--- src/rtl/pipelined_chunk_adder_pkg.sv ---
// Shared definitions for the chunked pipelined adder:
// op encodings, stage-count derivation and the geometry check.
package pipelined_chunk_adder_pkg;

   typedef enum logic {
      OP_ADD = 1'b0,
      OP_SUB = 1'b1
   } op_e;

   function automatic int calc_stages(int width, int chunk);
      return width / chunk;
   endfunction

   // Legal geometry: 1 <= chunk <= width and width a multiple of chunk.
   function automatic bit chunk_ok(int width, int chunk);
      return (chunk >= 1) && (chunk <= width) && ((width % chunk) == 0);
   endfunction

endpackage

--- src/rtl/adder_chunk.sv ---
// Combinational CHUNK-bit ripple adder slice.
// Ports: a, b, cin in; s, cout (carry out of MSB), c_msb (carry into MSB) out.
module adder_chunk
   import pipelined_chunk_adder_pkg::*;
#(
   parameter int CHUNK = 4
) (
   input  logic [CHUNK-1:0] a,
   input  logic [CHUNK-1:0] b,
   input  logic             cin,
   output logic [CHUNK-1:0] s,
   output logic             cout,
   output logic             c_msb
);

   always_comb begin
      logic c;
      c     = cin;
      s     = '0;
      c_msb = 1'b0;
      for (int i = 0; i < CHUNK; i++) begin
         if (i == CHUNK - 1) c_msb = c;
         s[i] = a[i] ^ b[i] ^ c;
         c    = (a[i] & b[i]) | (c & (a[i] ^ b[i]));
      end
      cout = c;
   end

endmodule

--- src/rtl/pipelined_chunk_adder.sv ---
// Pipelined add/subtract, one register stage per CHUNK-bit slice.
// Ports: clk, rst_n; in_valid/in_ready, a, b, cin, op in;
// out_valid/out_ready, s, cout, ovf out.
module pipelined_chunk_adder
   import pipelined_chunk_adder_pkg::*;
#(
   parameter int WIDTH = 16,
   parameter int CHUNK = 4
) (
   input  logic             clk,
   input  logic             rst_n,
   input  logic             in_valid,
   output logic             in_ready,
   input  logic [WIDTH-1:0] a,
   input  logic [WIDTH-1:0] b,
   input  logic             cin,
   input  logic             op,
   output logic             out_valid,
   input  logic             out_ready,
   output logic [WIDTH-1:0] s,
   output logic             cout,
   output logic             ovf
);

   localparam int STAGES = calc_stages(WIDTH, CHUNK);

   if (!chunk_ok(WIDTH, CHUNK)) begin : g_bad_cfg
      $error("pipelined_chunk_adder: WIDTH must be a multiple of CHUNK");
   end

   logic                         stall;
   logic                         adv;
   logic [WIDTH-1:0]             b_eff;
   logic                         c0;
   logic [STAGES-1:0]            vld;
   logic [STAGES-1:0][CHUNK-1:0] sum_w;
   logic [STAGES-1:0]            co_w;
   logic [STAGES-1:0][CHUNK-1:0] sq;
   logic [STAGES-1:0]            cq;
   logic [STAGES-1:0][CHUNK-1:0] res;
   logic                         cm_last;
   logic                         ovf_q;

   assign stall     = out_valid & ~out_ready;
   assign adv       = ~stall;
   assign in_ready  = adv;
   assign out_valid = vld[STAGES-1];

   // Subtract is a + ~b + 1; cin only matters for add.
   assign b_eff = (op_e'(op) == OP_SUB) ? ~b : b;
   assign c0    = (op_e'(op) == OP_SUB) ? 1'b1 : cin;

   always_ff @(posedge clk or negedge rst_n) begin
      if (!rst_n) begin
         vld   <= '0;
         sq    <= '0;
         cq    <= '0;
         ovf_q <= 1'b0;
      end else if (adv) begin
         vld   <= (vld << 1) | STAGES'(in_valid);
         sq    <= sum_w;
         cq    <= co_w;
         ovf_q <= cm_last ^ co_w[STAGES-1];
      end
   end

   for (genvar j = 0; j < STAGES; j++) begin : g_sl
      localparam int DSK = STAGES - 1 - j;

      logic [CHUNK-1:0] op_a;
      logic [CHUNK-1:0] op_b;
      logic             ci;

      // Slice 0 works straight off the inputs; slice j sees its
      // operands through j skew registers and the carry of slice j-1.
      if (j == 0) begin : g_head
         assign op_a = a[CHUNK-1:0];
         assign op_b = b_eff[CHUNK-1:0];
         assign ci   = c0;
      end else begin : g_skew
         logic [CHUNK-1:0] a_sk [j];
         logic [CHUNK-1:0] b_sk [j];

         always_ff @(posedge clk or negedge rst_n) begin
            if (!rst_n) begin
               a_sk <= '{default: '0};
               b_sk <= '{default: '0};
            end else if (adv) begin
               a_sk[0] <= a[j*CHUNK +: CHUNK];
               b_sk[0] <= b_eff[j*CHUNK +: CHUNK];
               for (int k = 1; k < j; k++) begin
                  a_sk[k] <= a_sk[k-1];
                  b_sk[k] <= b_sk[k-1];
               end
            end
         end

         assign op_a = a_sk[j-1];
         assign op_b = b_sk[j-1];
         assign ci   = cq[j-1];
      end

      if (j == STAGES - 1) begin : g_last
         adder_chunk #(.CHUNK(CHUNK)) u_add (
            .a    (op_a),
            .b    (op_b),
            .cin  (ci),
            .s    (sum_w[j]),
            .cout (co_w[j]),
            .c_msb(cm_last)
         );
      end else begin : g_mid
         logic cm_unused;
         adder_chunk #(.CHUNK(CHUNK)) u_add (
            .a    (op_a),
            .b    (op_b),
            .cin  (ci),
            .s    (sum_w[j]),
            .cout (co_w[j]),
            .c_msb(cm_unused)
         );
      end

      // Early slices wait out the remaining stages so all emerge aligned.
      if (DSK == 0) begin : g_nodsk
         assign res[j] = sq[j];
      end else begin : g_dsk
         logic [CHUNK-1:0] d_q [DSK];

         always_ff @(posedge clk or negedge rst_n) begin
            if (!rst_n) begin
               d_q <= '{default: '0};
            end else if (adv) begin
               d_q[0] <= sq[j];
               for (int k = 1; k < DSK; k++) begin
                  d_q[k] <= d_q[k-1];
               end
            end
         end

         assign res[j] = d_q[DSK-1];
      end
   end

   assign s    = res;
   assign cout = cq[STAGES-1];
   assign ovf  = ovf_q;

endmodule

--- config.mk ---
export PLATFORM = sky130hd
export DESIGN_NAME = pipelined_chunk_adder
export DESIGN_NICKNAME = d
export VERILOG_FILES = /design/src/rtl/pipelined_chunk_adder_pkg.sv /design/src/rtl/adder_chunk.sv /design/src/rtl/pipelined_chunk_adder.sv
export SDC_FILE = /design/constraint.sdc
export NUM_CORES = 1
export LEC_CHECK = 0
export CAP_MARGIN = 20
export CORE_AREA = 2 2 148 107
export DETAILED_ROUTE_END_ITERATION = 7
export DIE_AREA = 0 0 150 109
export MAX_ROUTING_LAYER = met4
export SLEW_MARGIN = 20
export SYNTH_ARGS = -nofsm -noshare
export SYNTH_HDL_FRONTEND = slang
export SYNTH_SLANG_ARGS = --single-unit
--- constraint.sdc ---
create_clock -name clk -period 3.1 [get_ports clk]
set_input_delay 0.31 -clock clk [delete_from_list [all_inputs] [get_ports clk]]
set_output_delay 0.31 -clock clk [all_outputs]
set_load 0.01 [all_outputs]
# Word level (Yosys, flattened, before mapping)
# Cells that the tools add are included.
[op_classes]
muxes = 2
n_bitwise = 86
[op_table]
columns = ["operator", "n"]
rows = [
  ["$and A1 B1 Y1", 33],
  ["$xor A1 B1 Y1", 33],
  ["$mux W16", 1],
  ["$not A16 Y16", 1],
  ["$or A1 B1 Y1", 16],
  ["$or A4 B1 Y4", 1],
  ["$not A1 Y1", 2],
  ["$mux W1", 1],
]
[word_totals]
elab_cells = 113
output_inout_bits = 20
register_bits = 97

# Depth between registers and ports, before layout
[depth]
ltp_word = 11
ltp_mapped = 11
ltp_nobuf = 9

# Modules after synthesis
# Synthesis repeated with hierarchy kept, for this count alone.
[unflattened]
hier_cells = 286
area_unflattened_um2 = 4342.9
[by_module_without_submodules]
columns = ["module", "area_per_inst_um2", "seq_area_each_um2", "n_inst", "cells_each"]
rows = [
  ["pipelined_chunk_adder", 3902.5, 2427.3, 1, 238],
  ["adder_chunk", 110.1, 0.0, 4, 12],
]

# Worst setup path after synthesis
# OpenSTA, ideal clock, no wires.
[synth_path]
kind = "in2reg"
start = "in op"
end = "reg sq[3] in the netlist's numbering"
stages = 11
t_arrival_ps = 2507
path_slack_ps = 469
setup_ps = 125
cell_sequence = "buf_2 buf_4 xnor2_1 fa_1 inv_1 fa_1 inv_1 fa_1 inv_1 fa_1 mux2_2"
[synth_via]
elab_chain_cells = 9
word_cells_on_any_way = 16
cone_classes = "mux (2); bitwise (14)"
[synth_rtl]
columns = ["element", "line_no", "source"]
rows = [
  ["start: declaration", "pipelined_chunk_adder.sv:17", "input logic op,"],
  ["$mux W16", "pipelined_chunk_adder.sv:50", "assign b_eff = (op_e'(op) == OP_SUB) ? ~b : b;"],
  ["$xor A1 B1 Y1", "adder_chunk.sv:24", "c = (a[i] & b[i]) | (c & (a[i] ^ b[i]));"],
  ["$and A1 B1 Y1", "adder_chunk.sv:24", ""],
  ["$or A1 B1 Y1", "adder_chunk.sv:24", ""],
  ["$and A1 B1 Y1", "adder_chunk.sv:24", ""],
  ["$or A1 B1 Y1", "adder_chunk.sv:24", ""],
  ["$and A1 B1 Y1", "adder_chunk.sv:24", ""],
  ["$or A1 B1 Y1", "adder_chunk.sv:24", ""],
  ["$xor A1 B1 Y1 (*)", "adder_chunk.sv:23", "s[i] = a[i] ^ b[i] ^ c;"],
  ["named net g_sl[0].g_mid.u_add.s[3]", "adder_chunk.sv:11", "output logic [CHUNK-1:0] s,"],
  ["end signal: assignment", "pipelined_chunk_adder.sv:61", "sq <= sum_w;"],
  ["end: declaration", "pipelined_chunk_adder.sv:38", "logic [STAGES-1:0][CHUNK-1:0] sq;"],
]
# The timed path passes the listed nets; every way through them passes the cells marked *.
# A chain may end at the register's enable or synchronous reset.

# Worst setup path after layout
# Same ends and word-level chain as after synthesis.

==> impl_metrics.ini <==
[outcome]
status = complete, but fails checks
violations = negative hold slack

[sta]
max_freq_mhz = 377
hold_ws_ns = -0.00461
finalCritPeriodShare = 0.856
slew_headroom = 0.483
setup_viol = 0
clock_skew_ns = 0.00703
tns_ns = 0
worstMarginPinSlew_ns = 0.775
maxSlewViolCount = 0
rsz0062_at_grt = false
layout_min_cycle_time_ns = 2.65
hold_violations = 4

[cts]
clockBufferDepth = 2
cts_buffers = 9
cts.clk_slew.worst_paths_ns = 0.07
cts_tree = yes
cts_resized = 0
clk_latency_ns = 0.34
htreeDepth = 3
cts_hold_buffers = 0
clkSinkCount = 97
root_buffer = clkbuf_16
cts_setup_buffers = 0

[detailed_routing]
drc_errors = 0
vias = 2261
routed_wl_mm = 8.02
drtPass1Iterations = 4
antenna_left = 0
vias_per_cell = 4.13
drt_iter0_markers = 89
avgRoutedWirePerCell_um = 14.7

[placement]
dp_hpwl_mm = 5.42
port_buffers = 57
routabilityCongestion = 0.721

[logic_synthesis]
synth_top_area_frac = 0.551
synth_cell_types = 18
syn_area_um2 = 4410
netlist.top_cell.by_area = dfrtp_1
synth_nets = 347
ys_seq_area_frac = 0.551
ys_ff_latch = 97
ys_warn_count = 0
synth_area_per_cell_um2 = 15.0
synthTopCellsByArea = dfrtp_1 55%, mux2_2 15%, mux2_4 8.2%
syn_inst = 293

[layout]
mostFrequentLayoutCells = 97 x dfrtp_1, 59 x mux2_2, 56 x clkdlybuf4s50_1
drive_above_1_share = 0.312
fillerInstances = 1460
layout.nets = 395
final_core_util = 0.359
areaGrowthSynthToFinish_pct = 22.5
final_common_cell = dfrtp_1

[worst_setup_path]
crit_fanout = 3
worstPathRequired_ns = 3.33
cp-start-kind = input port
end_kind = register
path_class = input port to register
worstPathArrival_ns = 2.88

[grt]
overflow = 0
grt_usage = 0.115
grt_start_max_net_pins = 86
grt_pass1_vias = 2552
antenna_found_initial = 1
grt_pass1_wl_mm = 13.8

[floorplanning]
initial_core_util = 0.293
die_h_um = 109
ioPinCount = 58
die-width_um = 150
row_count = 38
fp.dieArea_um2 = 16400
core_um2 = 15000

[hold_path]
hold_class = input port to async pin

[power_and_ir_drop]
leakage_nw = 2.34
power_density_nw_per_um2 = 967
peakVddDrop_mv = 0.262

[job]
cap_violations = 0
[report_power, final]
group / total [mW] / internal [mW] / switching [mW]
logic: 1.85 / 1.12 / 0.731
clock network: 1.19 / 0.707 / 0.485
registers: 2.17 / 1.84 / 0.333
[flip-flops by register name, summed over array words and instances (netlist names)]
name / count
g_sl.g_dsk.d_q: 16
g_sl.g_skew.a_sk: 16
g_sl.g_skew.b_sk: 16
s: 12
sq: 12
g_sl.op_a: 8
g_sl.op_b: 8
cq: 4
vld: 4
ovf: 1
[critical path, stage by stage]
cell and delay [ns]:
clkdlybuf4s50_1 0.64, xnor2_1 0.15, fa_1 0.41, inv_1 0.08, fa_1 0.16, inv_1 0.05
fa_1 0.35, inv_1 0.08, fa_1 0.40, mux2_2 0.27
[path summary, 6_finish.rpt]
path,from,endpoint,slack [ns],depth (start not counted)
min in group clk,vld[2],vld[3],0.47,1
hold reg to reg,vld[2],vld[3],0.47,1
setup / recovery,op,sq[3],0.45,10
max in group asynchronous,rst_n,g_sl[2].g_skew.b_sk[4],2.46,2
setup reg to reg,g_sl[3].op_b[0],ovf,0.67,9
hold / removal,rst_n,s[6],-0.005,1
[synth_stat cells]
library cell  count
dfrtp_1          97
buf_2             1
nor3b_1          11
inv_1            26
mux2_2           59
xor2_1           12
mux2_4           24
a21oi_1          11
buf_4            18
nor2b_2           1
buf_6             5
inv_4             1
fa_1             16
nor2_1            1
clkbuf_1          2
xnor2_1           5
nand2b_1          1
mux2i_1           2
[cells by family after synthesis]
family | after synthesis | synth area share
fa+ha+maj | 16 | 0.0727
flops | 97 | 0.551
mux | 85 | 0.237
buf+inv | 53 | 0.0699
compound gates | 11 | 0.0125
simple gates | 14 | 0.0230
xor+xnor | 17 | 0.0338
[final cells by class]
class,count,area (µm²),area share
clock buffers,9,225,0.0417
diodes,1,2.50,0.000464
repair buffers,63,617,0.114
inverters,27,104,0.0192
clock inverters,7,95.1,0.0176
well taps,200,250,0.0464
flip-flops and latches,97,2430,0.450
multi-input cells,143,1680,0.310
[through the flow]
step / area, µm² / cells / hold WS [ns] / setup WS (ns) / total power, mW
finish: 5400 / 547 / -0.00461 / 0.447 / 5.22
global route: 5400 / 547 / 0.0850 / 0.356 / 5.62
CTS: 5390 / 546 / 0.218 / 0.449 / 5.31
detailed placement: 5070 / 530 / 0.451 / 0.101 / 4.10
global placement: 5070 / 530 / 0.439 / 0.118 / 4.04
floorplan: 4410 / 293 / 0.0144 / 0.469 / 3.54
[layer usage]
layer | share of wire | vias to the layer above | track usage | routed length, µm
met2 | 0.44 | 41 | 0.165 | 3550
met4 | 0.021 | 0 | 0.0526 | 165
met5 | 0 | - | - | 0
li1 | - | 1056 | - | -
met3 | 0.061 | 12 | 0.0347 | 489
met1 | 0.48 | 1152 | 0.150 | 3810
Power figures use the tool's default switching activity.
